$ cat config.mk
export PLATFORM = sky130hd
export DESIGN_NAME = regfile_dump
export DESIGN_NICKNAME = d
export VERILOG_FILES = /design/src/rtl/regfile_dump.sv
export SDC_FILE = /design/constraint.sdc
export NUM_CORES = 1
export LEC_CHECK = 0
export ABC_CLOCK_PERIOD_IN_PS = 1900
export BUFFER_PORTS_ARGS = -buffer_cell sky130_fd_sc_hd__buf_2
export CAP_MARGIN = 40
export CORE_MARGIN = 3
export CORE_UTILIZATION = 48
export DETAILED_ROUTE_END_ITERATION = 7
export GPL_TIMING_DRIVEN = 0
export PLACE_DENSITY_LB_ADDON = 0.15
export SYNTH_ARGS = -nofsm -noshare
export SYNTH_HDL_FRONTEND = slang
export SYNTH_SLANG_ARGS = --single-unit
$ cat constraint.sdc
create_clock -name clk -period 1.9 [get_ports clk]
set_input_delay 0.095 -clock clk [delete_from_list [all_inputs] [get_ports clk]]
set_output_delay 0.095 -clock clk [all_outputs]
set_load 0.01 [all_outputs]
$ cat src/rtl/regfile_dump.sv
// regfile_dump
//   Debug read-out engine for the single-cycle MIPS core's register file.
//   On a start request it walks register indices FIRST_REG..LAST_REG through
//   one RegFile read port and presents each value as a beat on a valid/ready
//   stream. The core keeps running, so each value is whatever the register
//   holds at the edge on which it is captured.
//
// Parameters
//   FIRST_REG  first register index dumped (0..31)
//   LAST_REG   last register index dumped (FIRST_REG..31)
//
// Ports
//   clk        rising-edge clock
//   reset      asynchronous, active-high; clears all state immediately
//   start      level; begins a dump when seen in IDLE
//   abort      level; ends a dump when seen in FETCH or SEND
//   rf_addr    RegFile read address
//   rf_data    combinational RegFile read data for rf_addr
//   out_valid  stream beat valid
//   out_ready  downstream accepts the beat
//   out_data   captured register value
//   out_index  register index of out_data
//   out_last   beat carries index LAST_REG
//   busy       high while a dump is in progress (FETCH or SEND)
//   done       one-cycle pulse after the final beat is accepted
module regfile_dump #(
  parameter int FIRST_REG = 0,
  parameter int LAST_REG  = 31
) (
  input  logic        clk,
  input  logic        reset,
  input  logic        start,
  input  logic        abort,
  output logic [4:0]  rf_addr,
  input  logic [31:0] rf_data,
  output logic        out_valid,
  input  logic        out_ready,
  output logic [31:0] out_data,
  output logic [4:0]  out_index,
  output logic        out_last,
  output logic        busy,
  output logic        done
);

  localparam logic [4:0] FIRST_IDX = 5'(FIRST_REG);
  localparam logic [4:0] LAST_IDX  = 5'(LAST_REG);

  typedef enum logic [1:0] {
    IDLE  = 2'd0,
    FETCH = 2'd1,
    SEND  = 2'd2
  } state_t;

  state_t      state_q;
  logic [4:0]  idx_q;
  logic        out_valid_q;
  logic [31:0] out_data_q;
  logic [4:0]  out_index_q;
  logic        out_last_q;
  logic        busy_q;
  logic        done_q;

  // idx_q sits at FIRST_IDX whenever the engine is idle, so the read
  // address can be driven straight from it in every state.
  assign rf_addr   = idx_q;
  assign out_valid = out_valid_q;
  assign out_data  = out_data_q;
  assign out_index = out_index_q;
  assign out_last  = out_last_q;
  assign busy      = busy_q;
  assign done      = done_q;

  always_ff @(posedge clk or posedge reset) begin
    if (reset) begin
      state_q     <= IDLE;
      idx_q       <= FIRST_IDX;
      out_valid_q <= 1'b0;
      out_data_q  <= '0;
      out_index_q <= '0;
      out_last_q  <= 1'b0;
      busy_q      <= 1'b0;
      done_q      <= 1'b0;
    end else begin
      done_q <= 1'b0;
      case (state_q)
        IDLE: begin
          // A start seen in the done cycle launches the next dump directly.
          if (start) begin
            state_q <= FETCH;
            idx_q   <= FIRST_IDX;
            busy_q  <= 1'b1;
          end
        end

        FETCH: begin
          if (abort) begin
            state_q <= IDLE;
            idx_q   <= FIRST_IDX;
            busy_q  <= 1'b0;
          end else begin
            out_data_q  <= rf_data;
            out_index_q <= idx_q;
            out_last_q  <= (idx_q == LAST_IDX);
            out_valid_q <= 1'b1;
            state_q     <= SEND;
          end
        end

        SEND: begin
          // Abort wins over a simultaneous handshake: the beat is dropped.
          if (abort) begin
            state_q     <= IDLE;
            idx_q       <= FIRST_IDX;
            out_valid_q <= 1'b0;
            busy_q      <= 1'b0;
          end else if (out_ready) begin
            out_valid_q <= 1'b0;
            if (idx_q == LAST_IDX) begin
              state_q <= IDLE;
              idx_q   <= FIRST_IDX;
              busy_q  <= 1'b0;
              done_q  <= 1'b1;
            end else begin
              // idx_q stops at LAST_IDX, so this increment never wraps.
              idx_q   <= idx_q + 5'd1;
              state_q <= FETCH;
            end
          end
        end

        default: begin
          state_q     <= IDLE;
          idx_q       <= FIRST_IDX;
          out_valid_q <= 1'b0;
          busy_q      <= 1'b0;
        end
      endcase
    end
  end

endmodule

==> results.tsv, run 1 <==
stage	metric	value	unit
global_routing	antenna_found_initial	0	
status	outcome	completed	
timing	holdWs	0.0266	ns
cells_and_area	nFillCells	299	
hold_path	min_path_cells	2	
logic_synthesis	synth_cells	134	
logic_synthesis	synth_common_cells	dfrtp_1 (48), mux2_4 (20), mux2_2 (18)	
pwr	powerDensity	1150	nW/um2
critical_path	max_stage_delay	0.43	ns
cells_and_area	final_area	2710	um2
pwr	power.switching	0.862	mW
logic_synthesis	synth_area_leaders	dfrtp_1 (58%), mux2_4 (15%), mux2_2 (9.9%)	
pwr	seq_power_share	45.1	%
critical_path	crit_chain	ha_1 > and3_1 > ha_2 > nor4b_4 > a31oi_1 > a31oi_1	
logic_synthesis	netlist.area_leader.share	58.4	%
run	max_cap_viol_count	0	
die	top_level_ports	83	
hold_path	hold_end	out_data[5]$_DFFE_PP0P_	
critical_path	arrival	2.01	ns
placed_design	portBuffers	82	
routing	ant_nets	0	
placed_design	dpl.hpwl	3080	um
cts	htree_levels	2	
global_routing	globalRouteOverflowTotal	0	
critical_path	cp_max_fo	5	
logic_synthesis	syn_area	2060	um2
timing	rsz0062_at_grt	false	
global_routing	grt_util_met3	4.77	%
cells_and_area	drive_above_1_share	62.7	%
routing	drt-total-wl	4120	um
timing	worst_pin_slew	0.471	ns
cells_and_area	finalNonFillerCells	278	
critical_path	worst_path_max_delay_cell	dfrtp_1	
hold_path	hp-class	input pin to flop	
logic_synthesis	ys_ff_latch	48	
cells_and_area	fin_nets	266	
cts	cts_tree	built	
global_routing	grt_use_met2	27.7	%
timing	fmax	0.558	GHz
critical_path	reg2reg_from	rf_addr[1]$_DFFE_PP0P_	
placed_design	post_dp_cell_area	2550	um2
die	num_rows	23	
hold_path	min-delay-start	rf_data[5]	
cts	clk_path_buf_depth	2	
pwr	clockPowerShare	25.2	%
routing	vias_per_cell	4.99	
routing	wl_per_cell	14.8	um
logic_synthesis	synth-edff-count	0	
cts	clkTransAtPathRegs	0.09	ns
pwr	p_int	2.27	mW
global_routing	grt.met1_usage	21.6	%
logic_synthesis	synth-main-ff-cell	dfrtp_1	
timing	setup_tns	0	ns
routing	first_pass_iters	4	
cts	clock_latency	0.29	ns
die	die_w	71.5	um
pwr	leakagePower	1.40	nW
timing	maxSlewViolCount	0	
critical_path	cp.required	2.12	ns
logic_synthesis	yosysMostFrequentCell	dfrtp_1	
global_routing	grt_pass1_vias	1429	
global_routing	top_usage_layer	met2	
placed_design	gp_congestion	0.778	
logic_synthesis	yosysTopAreaCell	dfrtp_1	
cts	clkSinkCount	48	
logic_synthesis	synth_fp_nets	173	
cts	numCtsBuffers	5	
logic_synthesis	yosysWarnings	0	
pwr	combPwrFrac	29.6	%
logic_synthesis	ys_seq_area_share	58.4	%
critical_path	cp-start-kind	flop	
routing	num_vias	1387	
cells_and_area	antenna_cells	0	
critical_path	reg2reg_to	rf_addr[3]$_DFFE_PP0P_	
cells_and_area	multi_input_area	766	um2
logic_synthesis	ys_types	27	
timing	setup_viol	0	
timing	min_period	1.79	ns
die	start_util	50.7	%
critical_path	r2r_setup_slack	0.11	ns
timing	hold_violations	0	
placed_design	dp.cells	267	
pwr	switching_share	27.5	%
global_routing	grt_max_degree	29	
cts	root_buffer	clkbuf_8	
pwr	worst_ir_drop_vdd	0.559	mV
cells_and_area	syn_to_final_growth	31.9	%
logic_synthesis	syn_avg_cell_area	15.4	um2
global_routing	grt_first_pass_wirelength	6770	um
critical_path	path_class	flop to flop	
timing	finClkSkew	0.00611	ns
die	die_h	71.5	um
critical_path	end_kind	flop	
critical_path	cp_common_cell	a31oi_1	
critical_path	worstRegToRegCells	6	
global_routing	grt_usage	16.8	%
die	core_area	4060	um2
cells_and_area	seq_area	1200	um2
routing	drc	0	
die	dieArea	5110	um2
timing	slew_headroom	68.6	%
routing	drt_iter0_markers	67	
timing	period_share	94.3	%
logic_synthesis	synth-async-reset-ratio	100	%
[power by group through the flow]
| stage | Combinational [mW] | Clock [mW] | Sequential [mW] |
|---|---|---|---|
| 6_report | 0.927 | 0.790 | 1.41 |
| 4_1_cts | 0.942 | 0.812 | 1.42 |
| 3_3_place_gp | 0.909 | 0 | 1.41 |
| 2_1_floorplan | 0.424 | 0 | 1.56 |
| 5_1_grt | 0.999 | 0.849 | 1.45 |
| 3_5_place_dp | 0.932 | 0 | 1.44 |
[layout by cell type (no fill, tap or decap), drive strengths merged, types with 3 or more instances in the layout]
cell type	count
a31oi	3
and3	3
buf	91
clkbuf	7
dfrtp	48
inv	8
mux2	39
mux2i	3
nor2	4
[cells by family (layout without fill, tap and decap cells)]
group	count (synthesis)	in the layout	synth area share, %
DFF	48	48	58.4
buffers and inverters	14	108	4.93
and+or+nand+nor	18	18	5.72
AOI/OAI and AO/OA	10	10	3.28
muxes	42	42	26.5
adders and majority gates	2	2	1.22
[per-stage QoR]
step | util, % | worst slack (ns) | power, mW
3_5_place_dp | 62.8 | 0.00272 | 2.37
6_report | 66.9 | 0.108 | 3.13
4_1_cts | 66.4 | 0.0724 | 3.17
2_1_floorplan | - | 0.139 | 1.98
5_1_grt | 66.9 | 0.0133 | 3.30
3_3_place_gp | 62.3 | 0.0405 | 2.32
[critical path: cells and delay by family, from the launching register on]
kind | cells | cell delay (ns)
AOI/OAI and AO/OA | 2 | 0.28
adders and majority gates | 2 | 0.43
DFF | 1 | 0.43
and+or+nand+nor | 2 | 0.57
[per-layer routing]
layer,up-vias,routed length [um]
li1,649,-
met1,678,1750
met2,58,2010
met3,2,334
met4,0,25
met5,-,0
[what timing repair did]
item / in CTS / in global routing
cloned: 0 / 0
pin swaps: 0 / 1
setup buffers: 0 / 2
hold endpoints to repair: 20 / 0
endpoints found under the setup margin: 1 / 3
hold buffers: 1 / 0
gates resized for setup: 1 / 1
[registers in the layout, summed over array words and instances (netlist names)]
| name | cells |
|---|---|
| done | 1 |
| out_last | 1 |
| busy | 1 |
| out_data | 32 |
| state_q | 2 |
| out_index | 5 |
| out_valid | 1 |
| rf_addr | 5 |
[final cells by class]
| cell class | count | share of cell area, % |
|---|---|---|
| Buffer | 6 | 2.63 |
| Clock buffer | 7 | 3.55 |
| Clock inverter | 1 | 1.11 |
| Inverter | 8 | 1.11 |
| Multi-Input combinational cell | 72 | 28.2 |
| Sequential cell | 48 | 44.3 |
| Tap cell | 50 | 2.31 |
| Timing Repair Buffer | 86 | 16.8 |
[how the worst max path moves through the flow]
stage,startpoint,end,slack [ns],cells past startpoint
2_1_floorplan,rf_addr[0]$_DFFE_PP0P_,rf_addr[3]$_DFFE_PP0P_,0.14,6
3_3_place_gp,rf_addr[0]$_DFFE_PP0P_,rf_addr[3]$_DFFE_PP0P_,0.04,6
3_5_place_dp,rf_addr[0]$_DFFE_PP0P_,rf_addr[3]$_DFFE_PP0P_,0.003,6
4_1_cts,rf_addr[0]$_DFFE_PP0P_,rf_addr[3]$_DFFE_PP0P_,0.07,6
5_1_grt,rf_addr[0]$_DFFE_PP0P_,rf_addr[3]$_DFFE_PP0P_,0.01,6
6_report,rf_addr[1]$_DFFE_PP0P_,rf_addr[3]$_DFFE_PP0P_,0.11,6
Power figures use the tool's default switching activity.
==> run 2, diff against run 1 <==
- ABC_AREA: default -> 1
- CORE_UTILIZATION: 48 -> 47
==> run 2 against run 1 <==
Net effect: wire length up 11%; via count increased by 28%; die area fell by 2.1%; non-clock buffer count is 17 higher; first-iteration DRC count grew 9.0%; maximum frequency is 12% higher; utilization is 3.9 points higher; power is 12% higher; largest cell class unchanged; largest power group unchanged.
==> results.tsv, run 2 <==
stage	metric	value	unit	change
hold_path	min_path_cells	3		+1
timing	finClkSkew	0.00659	ns	+0.000484 ns
logic_synthesis	netlist.area_leader.share	61.1	%	+2.7 points
logic_synthesis	synth-main-ff-cell	dfrtp_1		
pwr	seq_power_share	45.0	%	about the same
critical_path	cpLargestDelayFamily	flip-flops		
pwr	worst_ir_drop_vdd	0.820	mV	+47%
pwr	p_int	2.20	mW	-3.0%
logic_synthesis	yosysTopAreaCell	dfrtp_1		
global_routing	grt_max_degree	35		+21%
logic_synthesis	synth_cells	225		+68%
critical_path	cp.required	2.13	ns	about the same
logic_synthesis	yosysMostFrequentCell	nand2_1		
cts	htree_levels	2		unchanged
routing	vias_per_cell	4.66		-6.6%
die	top_level_ports	83		unchanged
cells_and_area	antenna_cells	0		unchanged
logic_synthesis	synth-edff-count	0		unchanged
timing	worst_pin_slew	0.351	ns	-0.120 ns
cts	cts_resized	0		-1
global_routing	globalRouteOverflowTotal	0		unchanged
pwr	leakagePower	1.59	nW	+14%
timing	slew_headroom	76.6	%	+8.0 points
die	core_area	3850	um2	-5.0%
die	num_rows	22		-4.3%
logic_synthesis	synth_fp_nets	264		+53%
timing	fmax	0.624	GHz	+12%
pwr	switching_share	37.4	%	+9.9 points
timing	maxSlewViolCount	0		unchanged
cts	root_buffer	clkbuf_8		
pwr	powerDensity	1290	nW/um2	+12%
hold_path	min-delay-start	rf_data[0]		
global_routing	grt_usage	18.6	%	+1.8 points
die	die_w	70.7	um	-1.1%
timing	setup_viol	0		unchanged
cts	cts_tree	built		
critical_path	end_kind	flop		
die	start_util	51.0	%	+0.35 points
logic_synthesis	ys_ff_latch	48		unchanged
run	max_cap_viol_count	0		unchanged
critical_path	max_stage_delay	0.45	ns	+0.02 ns
routing	drt-total-wl	4570	um	+11%
critical_path	arrival	1.83	ns	-0.18 ns
global_routing	antenna_found_initial	0		unchanged
timing	rsz0062_at_grt	false		
die	dieArea	5000	um2	-2.1%
critical_path	worstRegToRegCells	9		+3
cts	numCtsBuffers	5		unchanged
timing	period_share	84.3	%	-10 points
cells_and_area	syn_to_final_growth	38.5	%	
pwr	combPwrFrac	39.2	%	+9.6 points
timing	holdWs	0.00379	ns	-0.0228 ns
cells_and_area	fin_nets	373		+40%
placed_design	portBuffers	82		unchanged
timing	hold_violations	0		unchanged
critical_path	r2r_setup_slack	0.30	ns	+0.19 ns
critical_path	crit_chain	ha_1 > inv_1 > nor3_1 > ha_1 > inv_1 > nand3_1 > nor3_1 > nand2_1 > o21ai_1		
routing	wl_per_cell	12.0	um	-19%
cts	clkSinkCount	48		unchanged
logic_synthesis	synth_area_leaders	dfrtp_1 (61%), nand2_1 (24%), o21ai_1 (2.3%)		
critical_path	cp_max_fo	6		+1
placed_design	dpl.hpwl	3250	um	+5.5%
critical_path	reg2reg_from	rf_addr[1]$_DFFE_PP0P_		
global_routing	grt_pass1_vias	1681		+18%
global_routing	grt_first_pass_wirelength	7470	um	+10%
logic_synthesis	ys_types	18		-33%
timing	min_period	1.60	ns	-0.191 ns
hold_path	hp-class	input pin to flop		
logic_synthesis	syn_avg_cell_area	8.74	um2	-43%
hold_path	hold_end	out_data[0]$_DFFE_PP0P_		
cells_and_area	fin_util	70.7	%	+3.9 points
critical_path	reg2reg_to	rf_addr[2]$_DFFE_PP0P_		
placed_design	gp_congestion	0.800		+2.9%
cells_and_area	drive_above_1_share	32.0	%	-31 points
cells_and_area	largest_reg_flops	32		unchanged
routing	ant_nets	0		unchanged
logic_synthesis	synth_common_cells	nand2_1 (126), dfrtp_1 (48), inv_1 (9), o21ai_1 (9)		
critical_path	cp-start-kind	flop		
pwr	clockPowerShare	15.8	%	-9.4 points
logic_synthesis	yosysWarnings	0		unchanged
cts	clkTransAtPathRegs	0.08	ns	about the same
routing	drt_iter0_markers	73		+9.0%
logic_synthesis	syn_area	1970	um2	-4.4%
cells_and_area	layout_commonest_cell	nand2_1		
logic_synthesis	ys_seq_area_share	61.1	%	+2.7 points
routing	drc	0		unchanged
die	die_h	70.7	um	-1.1%
pwr	power.switching	1.32	mW	+53%
cells_and_area	final_cell_mix	nand2_1 (126), buf_2 (86), dfrtp_1 (48)		
routing	num_vias	1781		+28%
cts	clk_path_buf_depth	2		unchanged
routing	first_pass_iters	4		unchanged
logic_synthesis	synth-async-reset-ratio	100	%	unchanged
critical_path	worst_path_max_delay_cell	dfrtp_1		
cts	clock_latency	0.29	ns	about the same
timing	setup_tns	0	ns	unchanged
critical_path	critPathBufInv	2		+2
critical_path	path_class	flop to flop		
status	outcome	completed		
## run 2: cell count changes after synthesis, moves of 3 or more
cell,change
buf_2,+3
a31oi_1,-3
nand2_1,+124
mux2i_1,-3
mux2_2,-18
o21ai_1,+9
inv_2,+5
and3_1,-3
mux2_4,-20
## run 2: layout make-up
class	instances	area, um2
Inverter	14	52.6
Fill cell	307	1130
Sequential cell	48	1200
Timing Repair Buffer	102	621
Tap cell	48	60.1
Multi-Input combinational cell	156	671
Clock buffer	6	72.6
Clock inverter	1	5.00
Buffer	7	42.5
## run 2: cells by family (layout without fill, tap and decap cells)
family | after synthesis | after routing | synth area share (%)
buffers and inverters | 21 | 130 | 4.83
and+or+nand+nor | 144 | 144 | 30.3
DFF | 48 | 48 | 61.1
adders and majority gates | 2 | 2 | 1.27
AOI/OAI and AO/OA | 10 | 10 | 2.54
## run 2: tightest hold or removal path, cell delays in order
cell and delay (ns):
buf_2 0.07, nand2_1 0.04, nand2_1 0.05
## run 2: worst max-delay path by stage
stage	endpoint	startpoint	slack (ns)	cells after the start
2_1_floorplan	rf_addr[2]$_DFFE_PP0P_	rf_addr[0]$_DFFE_PP0P_	0.46	9
3_3_place_gp	out_data[23]$_DFFE_PP0P_	reset	0.07	2
3_5_place_dp	rf_addr[2]$_DFFE_PP0P_	rf_addr[1]$_DFFE_PP0P_	0.32	9
4_1_cts	rf_addr[2]$_DFFE_PP0P_	rf_addr[1]$_DFFE_PP0P_	0.29	9
5_1_grt	rf_addr[2]$_DFFE_PP0P_	rf_addr[1]$_DFFE_PP0P_	0.15	9
6_report	rf_addr[2]$_DFFE_PP0P_	rf_addr[1]$_DFFE_PP0P_	0.30	9
## run 2: metrics by stage
step                power [mW]  instances  cell area [um2]  setup slack (ns)
global placement          2.91        355             2440            0.0720
floorplan                 2.40        225             1970             0.462
CTS                       3.55        381             2720             0.289
global route              3.77        382             2730             0.149
detailed placement        2.96        356             2460             0.317
finish                    3.51        382             2730             0.298
## run 2: timing repair
action,4_1_cts,5_1_grt
hold buffers,18,1
setup buffers,0,0
hold endpoints to repair,31,1
## run 2: per-layer routing
| metal | global-route usage [%] | vias up | wire (um) |
|---|---|---|---|
| met5 | 0 | - | 0 |
| met4 | 6.05 | 0 | 48 |
| met3 | 4.40 | 7 | 289 |
| met2 | 30.4 | 60 | 2180 |
| met1 | 24.5 | 809 | 2050 |
| li1 | - | 905 | - |
## run 2: power groups by stage
stage / registers [mW] / clock network [mW] / logic (mW)
floorplan: 1.77 / 0 / 0.628
global placement: 1.59 / 0 / 1.32
detailed placement: 1.60 / 0 / 1.37
CTS: 1.58 / 0.573 / 1.40
global route: 1.62 / 0.613 / 1.54
finish: 1.58 / 0.556 / 1.38
==> run 3, diff against run 2 <==
- ABC_AREA: 1 -> 0
- ABC_CLOCK_PERIOD_IN_PS: 1900 -> 1400
- CORE_UTILIZATION: 47 -> 43
- clock period: 1.9 -> 1.4 ns (I/O delays scaled with it)
==> run 3 against run 2 <==
Net effect: the run now ends with negative setup slack left; wire length up 9.0%; non-clock buffer count up 11; first-iteration DRC count down 32%; clock skew up 0.0021 ns; maximum frequency down 2.7%; combinational power up 13%; critical path type unchanged; critical endpoint is now rf_addr[3]$_DFFE_PP0P_; largest cell class unchanged; highest routed layer unchanged.
==> results.tsv, run 3 (synthesis gave the netlist of run 1 again) <==
stage	metric	value	unit	change
timing	maxSlewViolCount	0		unchanged
hold_path	min_path_cells	2		-1
critical_path	cp_max_fo	5		-1
routing	vias_per_cell	4.98		+6.8%
pwr	powerDensity	1360	nW/um2	+5.3%
cts	clkTransAtPathRegs	0.09	ns	about the same
cts	htree_levels	2		unchanged
cells_and_area	drive_above_1_share	62.9	%	+31 points
cts	clock_latency	0.30	ns	about the same
critical_path	cp.required	1.62	ns	-0.51 ns
die	top_level_ports	83		unchanged
critical_path	arrival	1.87	ns	+0.04 ns
cells_and_area	syn_to_final_growth	54.7	%	
timing	holdWs	0.00593	ns	+0.00214 ns
critical_path	cp-start-kind	flop		
run	max_cap_viol_count	0		unchanged
die	dieArea	5650	um2	+13%
routing	drt_iter0_markers	50		-32%
global_routing	antenna_found_initial	0		unchanged
global_routing	globalRouteOverflowTotal	0		unchanged
cts	root_buffer	clkbuf_8		
cells_and_area	nFillCells	317		+3.3%
timing	hold_violations	0		unchanged
global_routing	grt_usage	17.4	%	-1.1 points
critical_path	path_class	flop to flop		
placed_design	gp_congestion	0.725		-9.4%
placed_design	portBuffers	82		unchanged
timing	setup_viol	44		+44
cells_and_area	antenna_cells	0		unchanged
placed_design	dp.cells	269		-24%
cts	cts_tree	built		
hold_path	hp-class	input pin to flop		
pwr	power.switching	1.24	mW	-5.9%
routing	first_pass_iters	4		unchanged
timing	min_period	1.65	ns	+0.0448 ns
die	die_h	75.2	um	+6.3%
critical_path	cp_common_cell	a31oi_1		
timing	rsz0062_at_grt	true		
cts	numCtsBuffers	5		unchanged
cells_and_area	layout_commonest_cell	buf_2		
critical_path	critPathBufInv	0		-2
cells_and_area	largest_reg_flops	32		unchanged
critical_path	worstRegToRegCells	6		-3
cells_and_area	multi_input_area	891	um2	+33%
pwr	combPwrFrac	36.1	%	-3.1 points
pwr	total_power	4.32	mW	+23%
pwr	clockPowerShare	19.3	%	+3.5 points
pwr	seq_power_share	44.6	%	-0.4 points
global_routing	grt_first_pass_wirelength	7320	um	-1.9%
critical_path	path_depth	6		-3
global_routing	grt_pass1_vias	1557		-7.4%
routing	num_vias	1533		-14%
pwr	switching_share	28.6	%	-8.8 points
critical_path	end_kind	flop		
routing	ant_nets	0		unchanged
die	core_area	4470	um2	+16%
routing	wl_per_cell	16.2	um	+35%
timing	finClkSkew	0.00868	ns	+0.00209 ns
cells_and_area	final_cell_mix	buf_2 (82), dfrtp_1 (48), mux2_4 (38)		
routing	drt-total-wl	4980	um	+9.0%
status	violations	negative setup slack		
die	start_util	46.0	%	-5.1 points
placed_design	pre_cts_slack	-0.285	ns	-0.602 ns
timing	slew_headroom	77.0	%	+0.39 points
die	num_rows	24		+9.1%
timing	fin_ws	-0.247	ns	-0.545 ns
cells_and_area	finalNonFillerCells	308		-19%
pwr	p_int	3.09	mW	+40%
timing	worst_pin_slew	0.344	ns	-0.00682 ns
cells_and_area	seq_area	1200	um2	unchanged
placed_design	dpl.hpwl	3100	um	-4.5%
timing	fmax	0.607	GHz	-2.7%
global_routing	grt_max_degree	35		unchanged
pwr	leakagePower	1.61	nW	+1.1%
timing	period_share	118	%	+33 points
cts	clk_path_buf_depth	2		unchanged
pwr	worst_ir_drop_vdd	0.581	mV	-29%
critical_path	cpLargestDelayFamily	simple AND/OR/NAND/NOR gates		
critical_path	worst_path_max_delay_cell	dfrtp_1		
cells_and_area	fin_nets	294		-21%
critical_path	max_stage_delay	0.40	ns	-0.05 ns
status	outcome	finished with violations		
critical_path	crit_chain	ha_2 > and3_4 > ha_4 > nor4b_4 > a31oi_1 > a31oi_1		
routing	drc	0		unchanged
cts	clkSinkCount	48		unchanged
die	die_w	75.2	um	+6.3%
==> run 3: changes by cell type in the layout (fill, tap and decap cells not counted), sizes merged, moves of 2 or more <==
cell and delta:
a31oi +3, and3 +3, buf +15, clkbuf +3
dlygate4sd3 -5, inv -6, mux2 +39, mux2i +3
nand2 -124, nand3 -5, nor2 -2, nor3 -3
nor3b +2, o21ai -7
==> run 3: final timing paths <==
| check | to | slack [ns] | startpoint |
|---|---|---|---|
| max reg2reg | rf_addr[3]$_DFFE_PP0P_ | -0.25 | rf_addr[0]$_DFFE_PP0P_ |
| min | out_data[31]$_DFFE_PP0P_ | 0.006 | rf_data[31] |
| min in group asynchronous | out_data[25]$_DFFE_PP0P_ | 0.28 | reset |
| max in group asynchronous | rf_addr[0]$_DFFE_PP0P_ | 0.64 | reset |
| min reg2reg | out_data[0]$_DFFE_PP0P_ | 0.51 | out_data[0]$_DFFE_PP0P_ |
| max | rf_addr[3]$_DFFE_PP0P_ | -0.25 | rf_addr[0]$_DFFE_PP0P_ |
==> run 3: timing repair <==
item                       4_1_cts  5_1_grt
hold buffers                     9        5
gates resized for setup         32        5
pin swaps                        8        8
hold endpoints to repair        22        5
gates cloned                     2        1
setup endpoints to repair       43       45
setup buffers                   11        6
==> run 3: final cells by class <==
type | count | area share, %
plain buffers | 4 | 1.97
clock buffers | 8 | 2.83
inverters | 8 | 0.943
multi-input cells | 72 | 28.0
flip-flops and latches | 48 | 37.7
well taps | 52 | 2.04
repair buffers | 116 | 26.5
==> run 3: per-layer routing <==
layer	global-route usage [%]	vias up	part of all wire [%]
li1	-	714	-
met5	0	-	0
met4	7.96	0	1.1
met2	29.3	48	53
met1	21.9	765	41
met3	3.07	6	4.7
==> run 3: power groups by stage <==
stage / combinational [mW] / clock [mW] / sequential [mW]
floorplan: 0.586 / 0 / 2.12
global placement: 1.25 / 0 / 1.92
detailed placement: 1.28 / 0 / 1.94
CTS: 1.52 / 0.857 / 1.92
global route: 1.68 / 0.928 / 1.97
finish: 1.56 / 0.835 / 1.93
==> run 3: metrics by stage <==
| step | utilization (%) | setup TNS [ns] | instance area (um2) |
|---|---|---|---|
| 2_1_floorplan | - | -0.401 | 2100 |
| 3_3_place_gp | 57.5 | -17.50 | 2570 |
| 3_5_place_dp | 58.0 | -2.95 | 2590 |
| 4_1_cts | 67.9 | -3.59 | 3040 |
| 5_1_grt | 71.1 | -6.84 | 3180 |
| 6_report | 71.1 | -5.02 | 3180 |
